## src/rtl/leitor_matriculas_invalidas.sv

```systemverilog
// Read-side streamer for the invalid-plate store: snapshots both stored
// plates on request and sends them out one hex digit at a time, oldest slot
// first, over a valid/ready handshake. An all-zero plate is an empty slot.
//
// state | meaning
// IDLE  | waiting for pedido; snapshot registers hold the last capture
// ENVIA | streaming digits of the selected snapshot
// FIM   | one-cycle completion pulse, then back to IDLE
// VAZIO | request found both slots empty; one-cycle pulse, then IDLE
`timescale 1ns/1ps
module leitor_matriculas_invalidas #(
  parameter int DIGITOS = 6
) (
  input  logic                   clk,
  input  logic                   rst_n,
  input  logic [4*DIGITOS-1:0]   Matricula1,
  input  logic [4*DIGITOS-1:0]   Matricula2,
  input  logic                   pedido,
  input  logic                   pronto_saida,
  output logic [3:0]             digito,
  output logic                   digito_valido,
  output logic                   indice,
  output logic [2:0]             posicao,
  output logic                   ultimo,
  output logic                   ocupado,
  output logic                   fim,
  output logic                   vazio
);

  localparam int             LARGURA   = 4 * DIGITOS;
  localparam logic [2:0]     LP_ULTIMA = 3'(DIGITOS - 1);

  typedef enum logic [1:0] {
    IDLE  = 2'd0,
    ENVIA = 2'd1,
    FIM   = 2'd2,
    VAZIO = 2'd3
  } estado_t;

  estado_t              r_estado;
  estado_t              w_prox_estado;
  logic [LARGURA-1:0]   r_snap1;
  logic [LARGURA-1:0]   r_snap2;
  logic [LARGURA-1:0]   w_snap1_prox;
  logic [LARGURA-1:0]   w_snap2_prox;
  logic                 r_indice;
  logic                 w_indice_prox;
  logic [2:0]           r_posicao;
  logic [2:0]           w_posicao_prox;
  logic [LARGURA-1:0]   w_sel;
  logic [3:0]           w_nibble;
  logic                 w_envia;
  logic                 w_transfer;
  logic                 w_ultimo;

  assign w_envia    = (r_estado == ENVIA);
  assign w_transfer = w_envia && pronto_saida;
  assign w_ultimo   = (r_posicao == LP_ULTIMA);

  // State and datapath registers; reset aborts any readout in progress.
  always_ff @(posedge clk or negedge rst_n) begin
    if (!rst_n) begin
      r_estado  <= IDLE;
      r_snap1   <= '0;
      r_snap2   <= '0;
      r_indice  <= 1'b0;
      r_posicao <= 3'd0;
    end else begin
      r_estado  <= w_prox_estado;
      r_snap1   <= w_snap1_prox;
      r_snap2   <= w_snap2_prox;
      r_indice  <= w_indice_prox;
      r_posicao <= w_posicao_prox;
    end
  end

  // Next-state logic: capture on request, advance digit/slot on each transfer.
  always_comb begin
    w_prox_estado  = r_estado;
    w_snap1_prox   = r_snap1;
    w_snap2_prox   = r_snap2;
    w_indice_prox  = r_indice;
    w_posicao_prox = r_posicao;
    case (r_estado)
      IDLE: begin
        if (pedido) begin
          w_snap1_prox   = Matricula1;
          w_snap2_prox   = Matricula2;
          w_posicao_prox = 3'd0;
          if (Matricula1 != '0) begin
            w_prox_estado = ENVIA;
            w_indice_prox = 1'b0;
          end else if (Matricula2 != '0) begin
            w_prox_estado = ENVIA;
            w_indice_prox = 1'b1;
          end else begin
            w_prox_estado = VAZIO;
            w_indice_prox = 1'b0;
          end
        end
      end
      ENVIA: begin
        if (w_transfer) begin
          if (!w_ultimo) begin
            w_posicao_prox = r_posicao + 3'd1;
          end else if (!r_indice && (r_snap2 != '0)) begin
            // Older plate done and the newer slot holds a plate: continue there.
            w_indice_prox  = 1'b1;
            w_posicao_prox = 3'd0;
          end else begin
            w_prox_estado = FIM;
          end
        end
      end
      FIM:     w_prox_estado = IDLE;
      VAZIO:   w_prox_estado = IDLE;
      default: w_prox_estado = IDLE;
    endcase
  end

  // Digit select: posicao 0 addresses the most significant nibble.
  always_comb begin
    w_sel    = r_indice ? r_snap2 : r_snap1;
    w_nibble = 4'd0;
    for (int i = 0; i < DIGITOS; i++) begin
      if (r_posicao == 3'(i)) begin
        w_nibble = w_sel[4*(DIGITOS-1-i) +: 4];
      end
    end
  end

  // Outputs decode from the state so an async reset clears them immediately.
  always_comb begin
    digito        = w_envia ? w_nibble : 4'd0;
    digito_valido = w_envia;
    indice        = r_indice;
    posicao       = r_posicao;
    ultimo        = w_envia && w_ultimo;
    ocupado       = (r_estado != IDLE);
    fim           = (r_estado == FIM);
    vazio         = (r_estado == VAZIO);
  end

endmodule

```

## config.mk

```make
export PLATFORM = sky130hd
export DESIGN_NAME = leitor_matriculas_invalidas
export DESIGN_NICKNAME = d
export VERILOG_FILES = /design/src/rtl/leitor_matriculas_invalidas.sv
export SDC_FILE = /design/constraint.sdc
export NUM_CORES = 1
export LEC_CHECK = 0
export ABC_CLOCK_PERIOD_IN_PS = 4500
export BUFFER_PORTS_ARGS = -buffer_cell sky130_fd_sc_hd__buf_2
export CELL_PAD_IN_SITES_DETAIL_PLACEMENT = 0
export CELL_PAD_IN_SITES_GLOBAL_PLACEMENT = 1
export CORE_ASPECT_RATIO = 1.75
export CORE_UTILIZATION = 28
export DETAILED_ROUTE_END_ITERATION = 8
export PLACE_DENSITY_LB_ADDON = 0.1
export REMOVE_ABC_BUFFERS = 1
export SLEW_MARGIN = 40
export SYNTH_ARGS = -nofsm -noshare
export SYNTH_HDL_FRONTEND = slang
export SYNTH_SLANG_ARGS = --single-unit
```

## constraint.sdc

```tcl
create_clock -name clk -period 4.5 [get_ports clk]
set_input_delay 0.45 -clock clk [delete_from_list [all_inputs] [get_ports clk]]
set_output_delay 0.45 -clock clk [all_outputs]
set_load 0.02 [all_outputs]
```

After elaboration in Yosys (flattened, before gate mapping)

Index checks and enable logic that the tools add are counted.

Muxes and demuxes: 27
Reduce and logical (&&, ||, !) cells: 16
Equality and inequality tests: 14
Add/subtract/negate cells: 1

Operators by type and width:

| operator            | number |
|---|---|
| $reduce_bool 24->1  | 3 |
| $mux 4              | 7 |
| $mux 24             | 1 |
| $mux 2              | 6 |
| $mux 3              | 4 |
| $reduce_and 4->1    | 2 |
| $eq 3x2->1 const B  | 2 |
| $eq 3x3->1 const B  | 2 |
| $mux 1              | 6 |
| $ne 2x1->1 const B  | 3 |
| $pmux 2 s3          | 1 |
| $pmux 3 s2          | 1 |
| $reduce_and 5->1    | 1 |
| $eq 2x2->1 const B  | 2 |
| $ne 2x2->1 const B  | 2 |
| $reduce_bool 2->1   | 2 |
| $add 3x1->3 const B | 1 |
| $eq 3x1->1 const B  | 1 |
| $logic_and 1x1->1   | 3 |
| $logic_not 3->1     | 1 |
| $ne 3x2->1 const B  | 1 |
| $eq 2x1->1 const B  | 1 |
| $logic_not 2->1     | 1 |
| $pmux 1 s2          | 1 |
| 3 further kinds     | 3 |

Input port bits: 52
Bits in registers: 54
Logic and storage cells: 63

Longest topological paths before layout

Depth after elaboration: 8
Gate-level depth with buffers: 7

Least setup slack after synthesis

No wires, ideal clock.

Path type: reg2out
From: reg r_posicao[0] (netlist: posicao[0])
To: out digito[0]
Stages on the path, launching flop included: 8
Arrival: 2.033 ns
Slack: 2.017 ns
Cells stage by stage: dfrtp_1 -> buf_4 -> buf_6 -> and2_1 -> ha_1 -> nor2_1 -> a221oi_1 -> nor4_1

Cells in the longest elaborated chain, start to end: 8

Ends and longest elaborated chain:

| element                | RTL line | text |
|---|---|---|
| start, declared        | 48       | `logic [2:0] r_posicao;` |
| start signal, assigned | 73       | `r_posicao <= w_posicao_prox;` |
| $logic_not 3->1        | 126      | `if (r_posicao == 3'(i)) begin` |
| $mux 4 (5 in a row)    | 126      |  |
| $mux 4 (*)             | 126      |  |
| $mux 4 (*)             | 134      | `digito = w_envia ? w_nibble : 4'd0;` |
| end, declared          | 20       | `output logic [3:0] digito,` |

Mark *: on every way between the ends. The rest lies on a longest branch, timed or not.

Final worst setup path

From: reg r_indice (netlist: indice)
To: out digito[2]

Cells in the longest elaborated chain, start to end: 8

Ends and longest elaborated chain:

| element                | RTL line | text |
|---|---|---|
| start, declared        | 46       | `logic r_indice;` |
| start signal, assigned | 72       | `r_indice <= w_indice_prox;` |
| $mux 24 (*)            | 123      | `w_sel = r_indice ? r_snap2 : r_snap1;` |
| $mux 4 (5 in a row)    | 126      |  |
| $mux 4 (*)             | 126      |  |
| $mux 4 (*)             | 134      |  |

Marks and branches as above.

==> summary.txt <==
Timing
  – Max_slew headroom: 0.535
  – Fin crit share: 0.678
  – Peak Freq: about 330 MHz
  – Setup_tns: 0 ns
  – RSZ-0062 raised after global routing: no
  – Slew Limit Fails: 0
  – Final setup viols: 0
  – Setup ws final: ~1.4 ns
  – Worst-Margin Slew: about 0.7 ns
  – Hold Vio Cnt, Final: 0
  – Min Tclk post-route: about 3.1 ns
  – Worst clock skew: roughly 0.0018 ns
  – Final hold slack: between 0.2 and 0.3 ns

Clocking
  – H-tree depth: 2
  – Clk root buf: clkbuf_16
  – CTS buffer count: 5
  – Worst skew pair latency: just under 0.3 ns
  – # resized after CTS: 0
  – Clock transition at path regs: approximately 0.07 ns
  – CTS tree: done
  – Clk sinks: 54
  – Setup Fix Bufs, Post-CTS: 0
  – Hold_buf cts: 0
  – Max clock buf depth: 2

Floorplan
  – DIE AREA: 10,400 um2
  – I/O Pins: 65
  – Starting Density: 0.286
  – Core footprint: just under 10,000 um2
  – # rows: 48
  – Die span in y: 134 um
  – Die Wd: around 78 um

Setup path
  – CP max stage cell: dfrtp_1
  – Critical-path cell list: buf_4 > mux4_2 > mux2_2 > a221oi_1 > nor4_1 > buf_2
  – Critical Path Start Type: register
  – Required @ worst endpoint: 4.05 ns
  – Crit path largest cell delay: 0.58 ns
  – Setup crit end kind: primary output
  – Critical path type: register to primary output
  – Worst Path Max Fanout: 22
  – Worst EP arrival: 2.60 ns

Placed design
  – Port Buffer Count: 64
  – Placed Instances: ~410
  – GPL Wtd Cong: 0.772
  – Post-Place Worst Slack: ~1.7 ns
  – DP HPWL: approximately 6300 um

Finish
  – Layout cell share with drive strength beyond 1: 0.493
  – Filler-free cell count of the finished design: 415
  – Final nets: 342
  – Synth-to-layout area growth: 22.8%
  – Fillers: a little under 1,000
  – # diodes: 0

Synthesis
  – Post-Synthesis Cells: 226
  – Largest area contributor in the netlist: dfrtp_1
  – Synth cell count leaders: 54 x dfrtp_1, 53 x mux2_2, 20 x nor4_1, 10 x nor2b_1, 9 x nor2_1
  – Sequential element share of the synthesized area: 0.482
  – Cell variety after synth: 36
  – Post-synth EDFFs: 0
  – Post-synth top area share: 0.482
  – Ys flop type: dfrtp_1
  – Post-synthesis cell area: around 2800 um2
  – Top cells by area, synth: dfrtp_1 48%, mux2_2 21%, nor4_1 4.5%
  – Ys async rst share: 1.00
  – Yosys reg bits: 54
  – Syn_area_per_cell: between 10 and 15 um2
  – Syn. warnings: 0
  – Most numerous cell in the Yosys netlist: dfrtp_1

Routing
  – DR DRC count: 0
  – Routed vias: roughly 2,000
  – DR iter-0 viols: ~70
  – Routed len/inst: about 19 um
  – DRT Pass-1 Iters: 4
  – Final WL: 7970 um
  – Vias per cell: between 4 and 5
  – Post-detailed-route count of antenna-violating nets: 0

GRT
  – Vias in the first global route: roughly 2,200
  – Total congestion overflow: 0
  – GRT Total Usage: 0.165
  – Largest net degree at the start of global routing: 55
  – First-pass GRT wire length: approximately 13,000 um
  – Initial antenna violation count: 0

Pwr
  – Leak: 1.45 nW
  – Cell area power density: around 720 nW/um2
  – Worst vdd ir: 0.000220 V

Flow run
  – Max cap viols: 0

Hold path
  – Hold Crit Class: input pin to async pin

Status
  – Status: finished, final reports clean
## layout make-up
type | instances | area (um2) | area share
multi-input cells | 153 | 1360 | 0.395
well taps | 125 | 156 | 0.0455
repair buffers | 69 | 385 | 0.112
inverters | 6 | 22.5 | 0.00655
flip-flops and latches | 54 | 1350 | 0.393
clock buffers | 8 | 166 | 0.0484
## logic make-up (layout without fill, tap and decap cells)
family                     count (synthesis)  after routing  synth area share
DFF                                       54             54             0.482
AOI/OAI and AO/OA                         26             26            0.0732
adders and majority gates                  1              1           0.00447
and+or+nand+nor                           63             63             0.136
buffers and inverters                     19             83            0.0357
muxes                                     63             63             0.268
## metrics by stage
step	util	total power [W]	instance area, um2
floorplan	-	0.00167	2720
finish	0.351	0.00246	3440
CTS	0.351	0.00251	3440
global placement	0.330	0.00204	3230
detailed placement	0.334	0.00208	3270
global route	0.351	0.00264	3440
## final timing paths
path	slack [ns]	start	depth (start not counted)	to
setup / recovery	1.45	indice$_DFFE_PN0P_	6	digito[2]
hold / removal	0.27	rst_n	2	r_snap1[11]$_DFFE_PN0P_
setup reg to reg	2.39	posicao[1]$_DFFE_PN0P_	4	posicao[0]$_DFFE_PN0P_
hold reg to reg	0.51	r_snap1[17]$_DFFE_PN0P_	1	r_snap1[17]$_DFFE_PN0P_
max in group asynchronous	3.75	rst_n	2	r_snap1[7]$_DFFE_PN0P_
min in group clk	0.40	Matricula2[11]	2	r_snap2[11]$_DFFE_PN0P_
## cell usage in the layout (no fill, tap or decap), types with 2 or more instances in the layout
master,instances
buf_2,64
dfrtp_1,54
mux2_2,53
nor4_1,20
nor2b_1,10
nor2_1,8
inv_1,6
nand2b_1,6
nand2_1,5
mux2i_1,5
clkbuf_16,5
a2111oi_0,4
a211oi_1,4
mux4_2,4
a221oi_1,4
o22ai_1,4
a21oi_1,4
nand4_1,3
clkbuf_8,3
buf_4,3
and2_1,2
nor2_4,2
or4_4,2
## power by group
group	internal (W)	total [W]	switching (W)
clock network	0.000252	0.000421	0.000169
registers	0.000729	0.000995	0.000265
logic	0.000557	0.00105	0.000490
## worst max-delay path: cells and delay by family, from the launching register on
kind | cells | cell delay [ns]
AND/OR/NAND/NOR | 1 | 0.11
multiplexers | 2 | 0.80
flip-flops | 1 | 0.58
AO/OA/AOI/OAI | 1 | 0.28
buffers and inverters | 2 | 0.53
## state kept, by name, indices dropped and copies added, names as in the netlist
name,cells
posicao,3
r_snap1,24
r_estado,2
indice,1
r_snap2,24
## routing by layer
layer | GRT usage | wire length (um)
met1 | 0.177 | 3090
met2 | 0.299 | 4320
met3 | 0.0252 | 207
met4 | 0.103 | 353
met5 | 0 | 0
No activity file was read; power rests on OpenSTA's default activity.
